`src/rtl/mips_ldr_pkg.sv`:
```
// Shared types and constants for the mips32 program loader.
// Optional checksum byte per frame is enabled with `define MIPS_LDR_CKSUM_EN.
package mips_ldr_pkg;

   typedef enum logic [2:0] {
      ST_IDLE,
      ST_ADDR_HI,
      ST_ADDR_LO,
      ST_COUNT,
      ST_DATA,
      ST_CKSUM,
      ST_RUN
   } ldr_state_e;

   localparam logic [7:0] CMD_IMEM_DEF = 8'hA5;
   localparam logic [7:0] CMD_DMEM_DEF = 8'h5A;
   localparam logic [7:0] CMD_RUN_DEF  = 8'hFF;

   // CMD, ADDR_HI, ADDR_LO, COUNT
   localparam int HDR_LEN = 4;

   // COUNT byte of zero encodes a full 256-word burst.
   function automatic logic [8:0] count_words(input logic [7:0] b);
      return (b == 8'h00) ? 9'd256 : {1'b0, b};
   endfunction

endpackage

```
`src/rtl/mips_ldr_asm.sv`:
```
// Byte-to-word assembler: shifts bytes in MSB first and flags the 4th byte.
// word_o is combinational so the top can register it together with the strobe.
module mips_ldr_asm (
   input  logic        clk_i,
   input  logic        rst_i,
   input  logic        byte_en_i,
   input  logic [7:0]  byte_i,
   output logic        word_done_o,
   output logic [31:0] word_o
);

   logic [1:0]  idx_q;
   logic [23:0] shift_q;

   // Byte index and the three leading bytes of the word in flight.
   always_ff @(posedge clk_i or posedge rst_i) begin
      if (rst_i) begin
         idx_q   <= 2'd0;
         shift_q <= 24'd0;
      end else if (byte_en_i) begin
         idx_q   <= idx_q + 2'd1;
         shift_q <= {shift_q[15:0], byte_i};
      end
   end

   assign word_done_o = byte_en_i && (idx_q == 2'd3);
   assign word_o      = {shift_q, byte_i};

endmodule

```
`src/rtl/mips_prog_loader.sv`:
```
// Framed byte-stream loader for mips32 instruction/data memories.
// Holds the core in reset until RUN. `define MIPS_LDR_CKSUM_EN adds a trailing
// XOR checksum byte to every frame. ADDR_W must lie in 9..16 (two address bytes).
module mips_prog_loader
   import mips_ldr_pkg::*;
#(
   parameter int         ADDR_W   = 10,
   parameter int         DATA_W   = 32,
   parameter logic [7:0] CMD_IMEM = CMD_IMEM_DEF,
   parameter logic [7:0] CMD_DMEM = CMD_DMEM_DEF,
   parameter logic [7:0] CMD_RUN  = CMD_RUN_DEF
) (
   input  logic              clk_x,
   input  logic              rst,
   input  logic [7:0]        in_data,
   input  logic              in_valid,
   output logic              in_ready,
   output logic [ADDR_W-1:0] mem_addr,
   output logic [DATA_W-1:0] mem_wdata,
   output logic              imem_we,
   output logic              dmem_we,
   output logic              core_rst,
   output logic              busy,
   output logic              err
);

   ldr_state_e        state_q, state_d;
   logic [ADDR_W-9:0] hi_q, hi_d;
   logic [ADDR_W-1:0] addr_q, addr_d;
   logic [8:0]        cnt_q, cnt_d;
   logic              dsel_q, dsel_d;
   logic              imem_we_q, imem_we_d, dmem_we_q, dmem_we_d;
   logic [ADDR_W-1:0] mem_addr_q, mem_addr_d;
   logic [DATA_W-1:0] mem_wdata_q, mem_wdata_d;
   logic              err_q, err_d;
   logic              core_rst_q, core_rst_d;
`ifdef MIPS_LDR_CKSUM_EN
   logic [7:0]        cksum_q, cksum_d;
`endif

   logic        accept;
   logic        word_done;
   logic [31:0] word;

   assign in_ready = (state_q != ST_RUN);
   assign accept   = in_valid && in_ready;

   mips_ldr_asm u_asm (
      .clk_i       (clk_x),
      .rst_i       (rst),
      .byte_en_i   (accept && (state_q == ST_DATA)),
      .byte_i      (in_data),
      .word_done_o (word_done),
      .word_o      (word)
   );

   // Frame sequencing, address/count bookkeeping and write issue.
   always_comb begin
      state_d     = state_q;
      hi_d        = hi_q;
      addr_d      = addr_q;
      cnt_d       = cnt_q;
      dsel_d      = dsel_q;
      imem_we_d   = 1'b0;
      dmem_we_d   = 1'b0;
      mem_addr_d  = mem_addr_q;
      mem_wdata_d = mem_wdata_q;
      err_d       = err_q;
      core_rst_d  = core_rst_q;
`ifdef MIPS_LDR_CKSUM_EN
      cksum_d     = cksum_q;
`endif
      if (accept) begin
         case (state_q)
            ST_IDLE: begin
               if (in_data == CMD_IMEM) begin
                  dsel_d  = 1'b0;
                  state_d = ST_ADDR_HI;
               end else if (in_data == CMD_DMEM) begin
                  dsel_d  = 1'b1;
                  state_d = ST_ADDR_HI;
               end else if (in_data == CMD_RUN) begin
                  // A RUN after an error is swallowed; the core stays held.
                  if (!err_q) begin
                     state_d    = ST_RUN;
                     core_rst_d = 1'b0;
                  end
               end else begin
                  err_d = 1'b1;
               end
            end
            ST_ADDR_HI: begin
               hi_d    = in_data[ADDR_W-9:0];
               state_d = ST_ADDR_LO;
`ifdef MIPS_LDR_CKSUM_EN
               cksum_d = in_data;
`endif
            end
            ST_ADDR_LO: begin
               addr_d  = {hi_q, in_data};
               state_d = ST_COUNT;
`ifdef MIPS_LDR_CKSUM_EN
               cksum_d = cksum_q ^ in_data;
`endif
            end
            ST_COUNT: begin
               cnt_d   = count_words(in_data);
               state_d = ST_DATA;
`ifdef MIPS_LDR_CKSUM_EN
               cksum_d = cksum_q ^ in_data;
`endif
            end
            ST_DATA: begin
`ifdef MIPS_LDR_CKSUM_EN
               cksum_d = cksum_q ^ in_data;
`endif
               if (word_done) begin
                  imem_we_d   = !dsel_q;
                  dmem_we_d   = dsel_q;
                  mem_addr_d  = addr_q;
                  mem_wdata_d = word[DATA_W-1:0];
                  addr_d      = addr_q + {{(ADDR_W-1){1'b0}}, 1'b1};
                  cnt_d       = cnt_q - 9'd1;
                  if (cnt_q == 9'd1) begin
`ifdef MIPS_LDR_CKSUM_EN
                     state_d = ST_CKSUM;
`else
                     state_d = ST_IDLE;
`endif
                  end
               end
            end
`ifdef MIPS_LDR_CKSUM_EN
            ST_CKSUM: begin
               // Writes already landed; a bad checksum only blocks RUN.
               if (in_data != cksum_q) err_d = 1'b1;
               state_d = ST_IDLE;
            end
`endif
            default: ;
         endcase
      end
   end

   // State and registered write-port outputs.
   always_ff @(posedge clk_x or posedge rst) begin
      if (rst) begin
         state_q     <= ST_IDLE;
         hi_q        <= '0;
         addr_q      <= '0;
         cnt_q       <= '0;
         dsel_q      <= 1'b0;
         imem_we_q   <= 1'b0;
         dmem_we_q   <= 1'b0;
         mem_addr_q  <= '0;
         mem_wdata_q <= '0;
         err_q       <= 1'b0;
         core_rst_q  <= 1'b1;
`ifdef MIPS_LDR_CKSUM_EN
         cksum_q     <= 8'd0;
`endif
      end else begin
         state_q     <= state_d;
         hi_q        <= hi_d;
         addr_q      <= addr_d;
         cnt_q       <= cnt_d;
         dsel_q      <= dsel_d;
         imem_we_q   <= imem_we_d;
         dmem_we_q   <= dmem_we_d;
         mem_addr_q  <= mem_addr_d;
         mem_wdata_q <= mem_wdata_d;
         err_q       <= err_d;
         core_rst_q  <= core_rst_d;
`ifdef MIPS_LDR_CKSUM_EN
         cksum_q     <= cksum_d;
`endif
      end
   end

   assign mem_addr  = mem_addr_q;
   assign mem_wdata = mem_wdata_q;
   assign imem_we   = imem_we_q;
   assign dmem_we   = dmem_we_q;
   assign core_rst  = core_rst_q;
   assign err       = err_q;
   assign busy      = (state_q != ST_IDLE) && (state_q != ST_RUN);

endmodule

```
`config.mk`:
```
export PLATFORM = sky130hd
export DESIGN_NAME = mips_prog_loader
export DESIGN_NICKNAME = d
export VERILOG_FILES = /design/src/rtl/mips_ldr_pkg.sv /design/src/rtl/mips_ldr_asm.sv /design/src/rtl/mips_prog_loader.sv
export SDC_FILE = /design/constraint.sdc
export NUM_CORES = 1
export LEC_CHECK = 0
export CORE_MARGIN = 2
export CORE_UTILIZATION = 40
export DETAILED_ROUTE_END_ITERATION = 6
export GPL_ROUTABILITY_DRIVEN = 0
export PLACE_DENSITY = 0.66
export REMOVE_ABC_BUFFERS = 1
export SYNTH_ARGS = -nofsm -noshare
export SYNTH_HDL_FRONTEND = slang
export SYNTH_SLANG_ARGS = --single-unit
export TNS_END_PERCENT = 100
```
`constraint.sdc`:
```
create_clock -name clk_x -period 4.74 [get_ports clk_x]
set_clock_uncertainty 0.1 [all_clocks]
set_input_delay 1.185 -clock clk_x [delete_from_list [all_inputs] [get_ports clk_x]]
set_output_delay 1.185 -clock clk_x [all_outputs]
set_load 0.05 [all_outputs]
```
==> flow_metrics.tcl <==
set metrics [dict create \
    outcome "completed" \
    avgSynthCellArea_um2 12.51 \
    finalCritPeriodShare_pct 71.24 \
    drcViolationCount 0 \
    fin_crit_ns 3.377 \
    ir_drop_mv 0.3788 \
    critical_path_cell_count 3 \
    critPathKind "reg -> out" \
    die_h_um 107.6 \
    fp.dieW_um 107.6 \
    synthAdderAreaFrac_pct 1.166 \
    r2r_start "u_asm.idx_q[0]$_DFFE_PP0P_" \
    post-dp-hpwl_um 5895 \
    startpoint_type "flop" \
    htree_levels 3 \
    avgViaCountPerCell 5.362 \
    reg2reg_depth 4 \
    p_per_area_nw_per_um2 745.0 \
    async_flop_share_pct 100.0 \
    maxCapViolCount 0 \
    post-place-ws_ns 1.428 \
    synth-seq-cells 97 \
    hold_class "reg -> reg" \
    clock-sinks 97 \
    drt-total-wl_um 8871 \
    stdcell_area_um2 5177 \
    required_ns 3.45 \
    synth_top_family_by_area "multiplexers" \
    crit_buf_inv 1 \
    crit_arrival_ns 2.09 \
    fin_ws_ns 1.363 \
    grt_antenna_before_repair 0 \
    path_delay_family "buffers and inverters" \
    slew_violations 0 \
    holdBufCountCts 0 \
    setup_viol 0 \
    synth_edf_count 0 \
    layout.nets 413 \
    multiInputGateArea_um2 1732 \
    max_freq_mhz 296.2 \
    grt.total_usage_pct 16.41 \
    rsz0062_at_grt "false" \
    whs_ns 0.3760 \
    clk_pin_slew_worst_paths_ns 0.10 \
    final_util_pct 49.93 \
    synth_simple_gate_area_share_pct 9.388 \
    vias 2890 \
    final_layout_size_suffix_gt1_share_pct 23.33 \
    slowest_delay_ns 0.71 \
    io_pins 59 \
    netlist_area_um2 4292 \
    numCtsBuffers 9 \
    dieArea_um2 11570 \
    cp-end-kind "output pin" \
    path_max_fanout 14 \
    worst_pin_slew_ns 0.9701 \
    wl_per_cell_um 16.46 \
    clkLatencyLatePin_ns 0.36 \
    cts_setup_buffers 0 \
    synthFlopType "dfrtp_1" \
    fillers 935 \
    relSlewSlack_pct 34.90 \
    ant_nets 0 \
    ys_warn_count 0 \
    synth-compound-area-share_pct 10.73 \
    hold_viol 0 \
    clk_path_buf_depth 2 \
    drt-initial-drc-count 149 \
    portBuffers 58 \
    synth.area.mux_share_pct 18.63 \
    synth_xor_area_share_pct 0.2041 \
    syn2layout_area_growth_pct 20.64 \
    grt_pass1_vias 2900 \
    cp_cell_sequence "nor3_2 > nor2b_1 > clkdlybuf4s50_1" \
    first_pass_iters 4 \
    regArea_um2 2429 \
    min_from "u_asm.idx_q[0]$_DFFE_PP0P_" \
    synth_cell_types 53 \
    power_leakage_nw 2.231 \
    placed_area_um2 4977 \
    overflow 0 \
    whs_path_depth 1 \
    grt_max_degree 69 \
    diodes 0 \
    cts_resized 0 \
    synthCells 343 \
    root_buffer "clkbuf_8" \
    critPathLaunch "state_q[1]$_DFFE_PP0P_" \
    coreArea_um2 10370 \
    start_util_pct 41.39 \
    grt_pass1_wl_um 14860 \
    cts_tree "done" \
    rows 37 \
    ys_seq_area_share_pct 56.59 \
    cpMaxStageDelayCell "clkdlybuf4s50_1" \
]
[stage by stage]
step	power, mW	instances	TNS, ns
global route	4.101	539	0
floorplan	2.740	324	-6.022
global placement	3.307	523	0
finish	3.857	539	0
CTS	3.887	539	0
detailed placement	3.343	523	0
[kinds of logic after synthesis]
group | after synthesis
flops | 97
buf+inv | 26
simple gates | 71
compound gates | 73
mux | 71
xor+xnor | 1
fa+ha+maj | 4
[sequential cells by signal, indices dropped and copies added (netlist names)]
signal / count
addr_q: 10
cnt_q: 9
core_rst: 1
dmem_we: 1
dsel_q: 1
err: 1
hi_q: 2
imem_we: 1
mem_addr: 10
mem_wdata: 32
state_q: 3
u_asm.idx_q: 2
u_asm.shift_q: 24
[layout by cell type (no fill, tap or decap), types with 2 or more instances in the layout]
cell / netlist / final
nor3b_2: 0 / 2
mux2_2: 63 / 63
nand3b_1: 2 / 2
a41oi_1: 2 / 2
o21ai_0: 18 / 18
nand4_1: 4 / 4
mux2_1: 8 / 8
buf_4: 1 / 5
nand3_1: 5 / 5
inv_1: 7 / 6
a21boi_0: 2 / 2
nor3_1: 2 / 2
a22oi_1: 4 / 4
and3_1: 3 / 3
o21bai_1: 2 / 2
nor2_1: 14 / 14
nor4_1: 2 / 2
dfrtp_1: 96 / 96
nand2_1: 15 / 15
a21oi_1: 18 / 18
nor2b_1: 2 / 2
nor3b_1: 4 / 2
nand2b_1: 4 / 4
o21ai_1: 3 / 3
o22ai_1: 6 / 6
o2bb2ai_1: 2 / 2
and2_1: 3 / 3
clkbuf_8: 0 / 10
clkinv_4: 0 / 3
ha_1: 4 / 4
clkdlybuf4s50_1: 0 / 58
a2bb2oi_1: 3 / 3
a31oi_1: 3 / 3
o21a_1: 2 / 2
and4_1: 2 / 2
[cell type report]
cell class	instances	area share, %
clock buffers	10	2.658
clock inverters	6	1.208
inverters	7	0.5558
multi-input cells	220	33.45
flip-flops and latches	97	46.91
well taps	136	3.287
repair buffers	63	11.94
[power by group]
| group | total (mW) | internal [mW] | switching, mW |
|---|---|---|---|
| Clock | 0.540 | 0.218 | 0.321 |
| Sequential | 1.49 | 1.20 | 0.293 |
| Combinational | 1.83 | 0.744 | 1.08 |
| Total | 3.86 | 2.16 | 1.70 |
[worst reg2reg max path, cell delays in order, from the launching register on]
cell and delay, ns:
dfrtp_1 0.40, ha_1 0.29, nor4bb_1 0.18, o21ai_1 0.78
mux2_2 0.42
[synth_stat cells, types with 3 or more instances]
library cell  number  area (um^2)
dfrtp_1           96         2402
mux2_2            63        709.4
a21oi_1           18        90.09
o21ai_0           18        90.09
nand2_1           15        56.30
nor2_1            14        52.55
buf_2              8        40.04
mux2_1             8        90.09
inv_1              7        26.28
clkbuf_1           6        22.52
o22ai_1            6        37.54
nand3_1            5        25.02
a22oi_1            4        30.03
buf_6              4        45.04
ha_1               4        50.05
nand2b_1           4        25.02
nand4_1            4        25.02
nor3b_1            4        30.03
a2bb2oi_1          3        26.28
a31oi_1            3        18.77
and2_1             3        18.77
and3_1             3        18.77
o21ai_1            3        15.01
[worst paths after layout]
| kind | end | slack (ns) |
|---|---|---|
| worst max register to register | cnt_q[1]$_DFFE_PP0P_ | 2.46 |
| min in group asynchronous | mem_wdata[31]$_DFFE_PP0P_ | 1.23 |
| worst min-delay path | u_asm.idx_q[0]$_DFFE_PP0P_ | 0.38 |
| max in group asynchronous | core_rst$_DFFE_PP1P_ | 2.51 |
| worst max-delay path | busy | 1.36 |
| worst min register to register | u_asm.idx_q[0]$_DFFE_PP0P_ | 0.38 |
[routing by layer]
layer	part of all wire [%]	global-route usage, %	vias up
met5	0	0	-
met4	2.0	5.586	0
met3	3.5	2.421	13
met2	48	25.97	69
met1	47	23.19	1453
li1	-	-	1355
Power figures use the tool's default switching activity.
==> patch, RTL diff (config.mk and constraints unchanged) <==
Re-encode `ldr_state_e` (7 states) as one-hot, 7 bits wide.
--- a/src/rtl/mips_ldr_pkg.sv
+++ b/src/rtl/mips_ldr_pkg.sv
@@ -2,14 +2,14 @@
 // Optional checksum byte per frame is enabled with `define MIPS_LDR_CKSUM_EN.
 package mips_ldr_pkg;
 
-   typedef enum logic [2:0] {
-      ST_IDLE,
-      ST_ADDR_HI,
-      ST_ADDR_LO,
-      ST_COUNT,
-      ST_DATA,
-      ST_CKSUM,
-      ST_RUN
+   typedef enum logic [6:0] {
+      ST_IDLE    = 7'b0000001,
+      ST_ADDR_HI = 7'b0000010,
+      ST_ADDR_LO = 7'b0000100,
+      ST_COUNT   = 7'b0001000,
+      ST_DATA    = 7'b0010000,
+      ST_CKSUM   = 7'b0100000,
+      ST_RUN     = 7'b1000000
    } ldr_state_e;
 
    localparam logic [7:0] CMD_IMEM_DEF = 8'hA5;
Behaviour: no difference found for any inputs over 10 cycles, from zero or initial values and one cycle with rst high; not proved beyond that.
==> patch against the original RTL <==
Routed wire length up 0.54%; synthesized area rose by 2.7%; sequential cell count grew 3; final area rose by 3.3%; highest routed layer unchanged; first-iteration DRC count increased by 40%; core utilization shrank 0.37 points; global-route usage shrank 0.45 points; worst setup slack lost 0.22 ns.
Power is not compared: it rests on default switching activity, and its combinational part moved more than twofold at a synthesized area within 25%.
==> patch: results (changes against the original RTL) <==
Placement
  • # port buffers: 58 (unchanged)
  • Pre-CTS setup slack: 0.874 ns (-0.554 ns)
  • Post-DP HPWL: 6.17 mm (+4.6%)

Cells and area
  • Share of cells above drive strength 1: 0.257 (+0.0233)
  • ANT cells: 0 (unchanged)
  • Nets@finish: 427 (+3.4%)
  • Max FFs per register: 32 (unchanged)
  • Fillers: 971 (+3.9%)

Worst setup path
  • Reg-to-reg critical path startpoint: state_q[1]
  • Worst reg2reg endpoint: u_asm.shift_q[0]
  • Reg2reg path depth: 4 (unchanged)
  • Crit path max fanout: 8 (-6)
  • Reg2reg setup slack: 2.09 ns (-0.37 ns)
  • WP data arrival: 2.31 ns (+0.22 ns)

Detailed routing
  • Routed wl met2: 4.29 mm (+1.2%)
  • Iter 0 DRT Violations: 208 (+40%)
  • DR top layer: met4
  • DR pass1 iterations: 4 (unchanged)
  • Post-route ant nets: 0 (unchanged)
  • WL met3: 392 um (+25%)
  • Met1 wire length: 4.05 mm (-2.1%)
  • Drt via density: 5.42 (+1.1%)
  • DR WL/cell: 16.0 um (-2.7%)

Pwr
  • LEAKAGE: 2.50 nW
  • Worst VDD drop: 0.000146 V

Synthesis
  • Top post-synthesis cells by area: dfrtp_1, mux2_2, a21oi_1
  • Post-synthesis cell type count: 51 (-3.8%)
  • Register area share after synthesis: 0.568 (+0.00254)
  • Synth warn: 0 (unchanged)
  • Synth cell count leaders: dfrtp_1, mux2_2, nand2_1, nor2_1, a21oi_1
  • Async SR Flop Fraction: 1.00 (unchanged)

Run status
  • Run status: complete, no violations

GRT
  • Largest net degree at the start of global routing: 77 (+12%)
  • First-pass GRT wire length: 14.8 mm (-0.65%)
  • Initial antenna violation count: 0 (unchanged)
  • Vias in the first global route: 3006 (+3.7%)
  • Total Routing Usage GR: 0.160 (-0.00452)

Min path
  • Hold Crit Start: dsel_q
  • Hold Crit Depth: 1 (unchanged)
  • Worst hold endpoint: imem_we
  • Hold Path Class: register to register

STA
  • Min Hold Slack: 0.325 ns (-0.0511 ns)
  • Finish-stage setup viols: 0 (unchanged)
  • Max_slew headroom: 0.222 (-0.127)

Clocking
  • TritonCTS Buffers: 9 (unchanged)
  • Clock transition at path regs: 0.10 ns (about the same)
  • Post-CTS resize count: 0 (unchanged)
  • Max clock buf depth: 2 (unchanged)
  • CTS root buffer: clkbuf_8
  • Setup Fix Bufs, Post-CTS: 0 (unchanged)
  • Worst-skew pair later-pin latency: 0.37 ns
  • H-Tree Depth: 3 (unchanged)
## patch: cell types whose count changed in the layout (fill, tap and decap cells not counted), sizes merged, moves of 3 or more
cell,change
a22oi,-3
and2,-3
clkinv,-3
nand2,+9
nand4,-3
nor2,+7
nor3b,-4
nor4,+6
o21ai,-7
o22a,+4
## patch: report_power, final
group | switching, mW | internal [mW] | total (mW)
registers | 0 | 0.852 | 0.853
clock network | 0.313 | 0.252 | 0.565
logic | 0.0293 | 0.0123 | 0.0416
## patch: logic make-up after synthesis
family          Yosys count  synth area share
flops                   100             0.568
buf+inv                  22            0.0199
xor+xnor                  2           0.00398
simple gates             85             0.103
compound gates           67             0.103
mux                      74             0.191
fa+ha+maj                 4            0.0114
## patch: how the worst max path moves through the flow
| stage | startpoint | to | slack [ns] | depth (start not counted) |
|---|---|---|---|---|
| after floorplan | rst | addr_q[0] | 0.84 | 1 |
| after global placement | in_data[0] | state_q[3] | 0.91 | 6 |
| after detailed placement | in_data[0] | state_q[3] | 0.87 | 6 |
| after CTS | state_q[1] | busy | 1.12 | 4 |
| after global routing | state_q[1] | busy | 1.03 | 4 |
| final | state_q[1] | busy | 1.15 | 4 |
## patch: layout make-up
class / count / area, sq um / share of cell area
inverter: 6 / 25.0 / 0.00468
multi-input combinational: 232 / 1820 / 0.340
tap: 140 / 175 / 0.0327
sequential: 100 / 2500 / 0.468
clock inverter: 7 / 82.6 / 0.0154
clock buffer: 9 / 124 / 0.0232
timing repair buffer: 63 / 618 / 0.116
## patch: metrics by stage
| step | cells | total power, mW | instance area, sq um |
|---|---|---|---|
| after detailed placement | 541 | 0.912 | 5140 |
| after global routing | 557 | 1.51 | 5350 |
| after CTS | 557 | 1.48 | 5350 |
| after global placement | 541 | 0.912 | 5140 |
| final | 557 | 1.46 | 5350 |
| after floorplan | 338 | 0.889 | 4340 |
## patch: worst max-delay path, cell delays in order (launching register included)
cell and delay, ns:
dfrtp_1 0.48, nor4_2 0.32, and3b_2 0.26, and2b_1 0.19
clkdlybuf4s50_1 0.69
## patch: per-layer routing
metal | vias to the layer above | track usage
li1 | 1412 | -
met1 | 1525 | 0.208
met2 | 64 | 0.257
met3 | 18 | 0.0377
met4 | 0 | 0.0632
met5 | - | 0
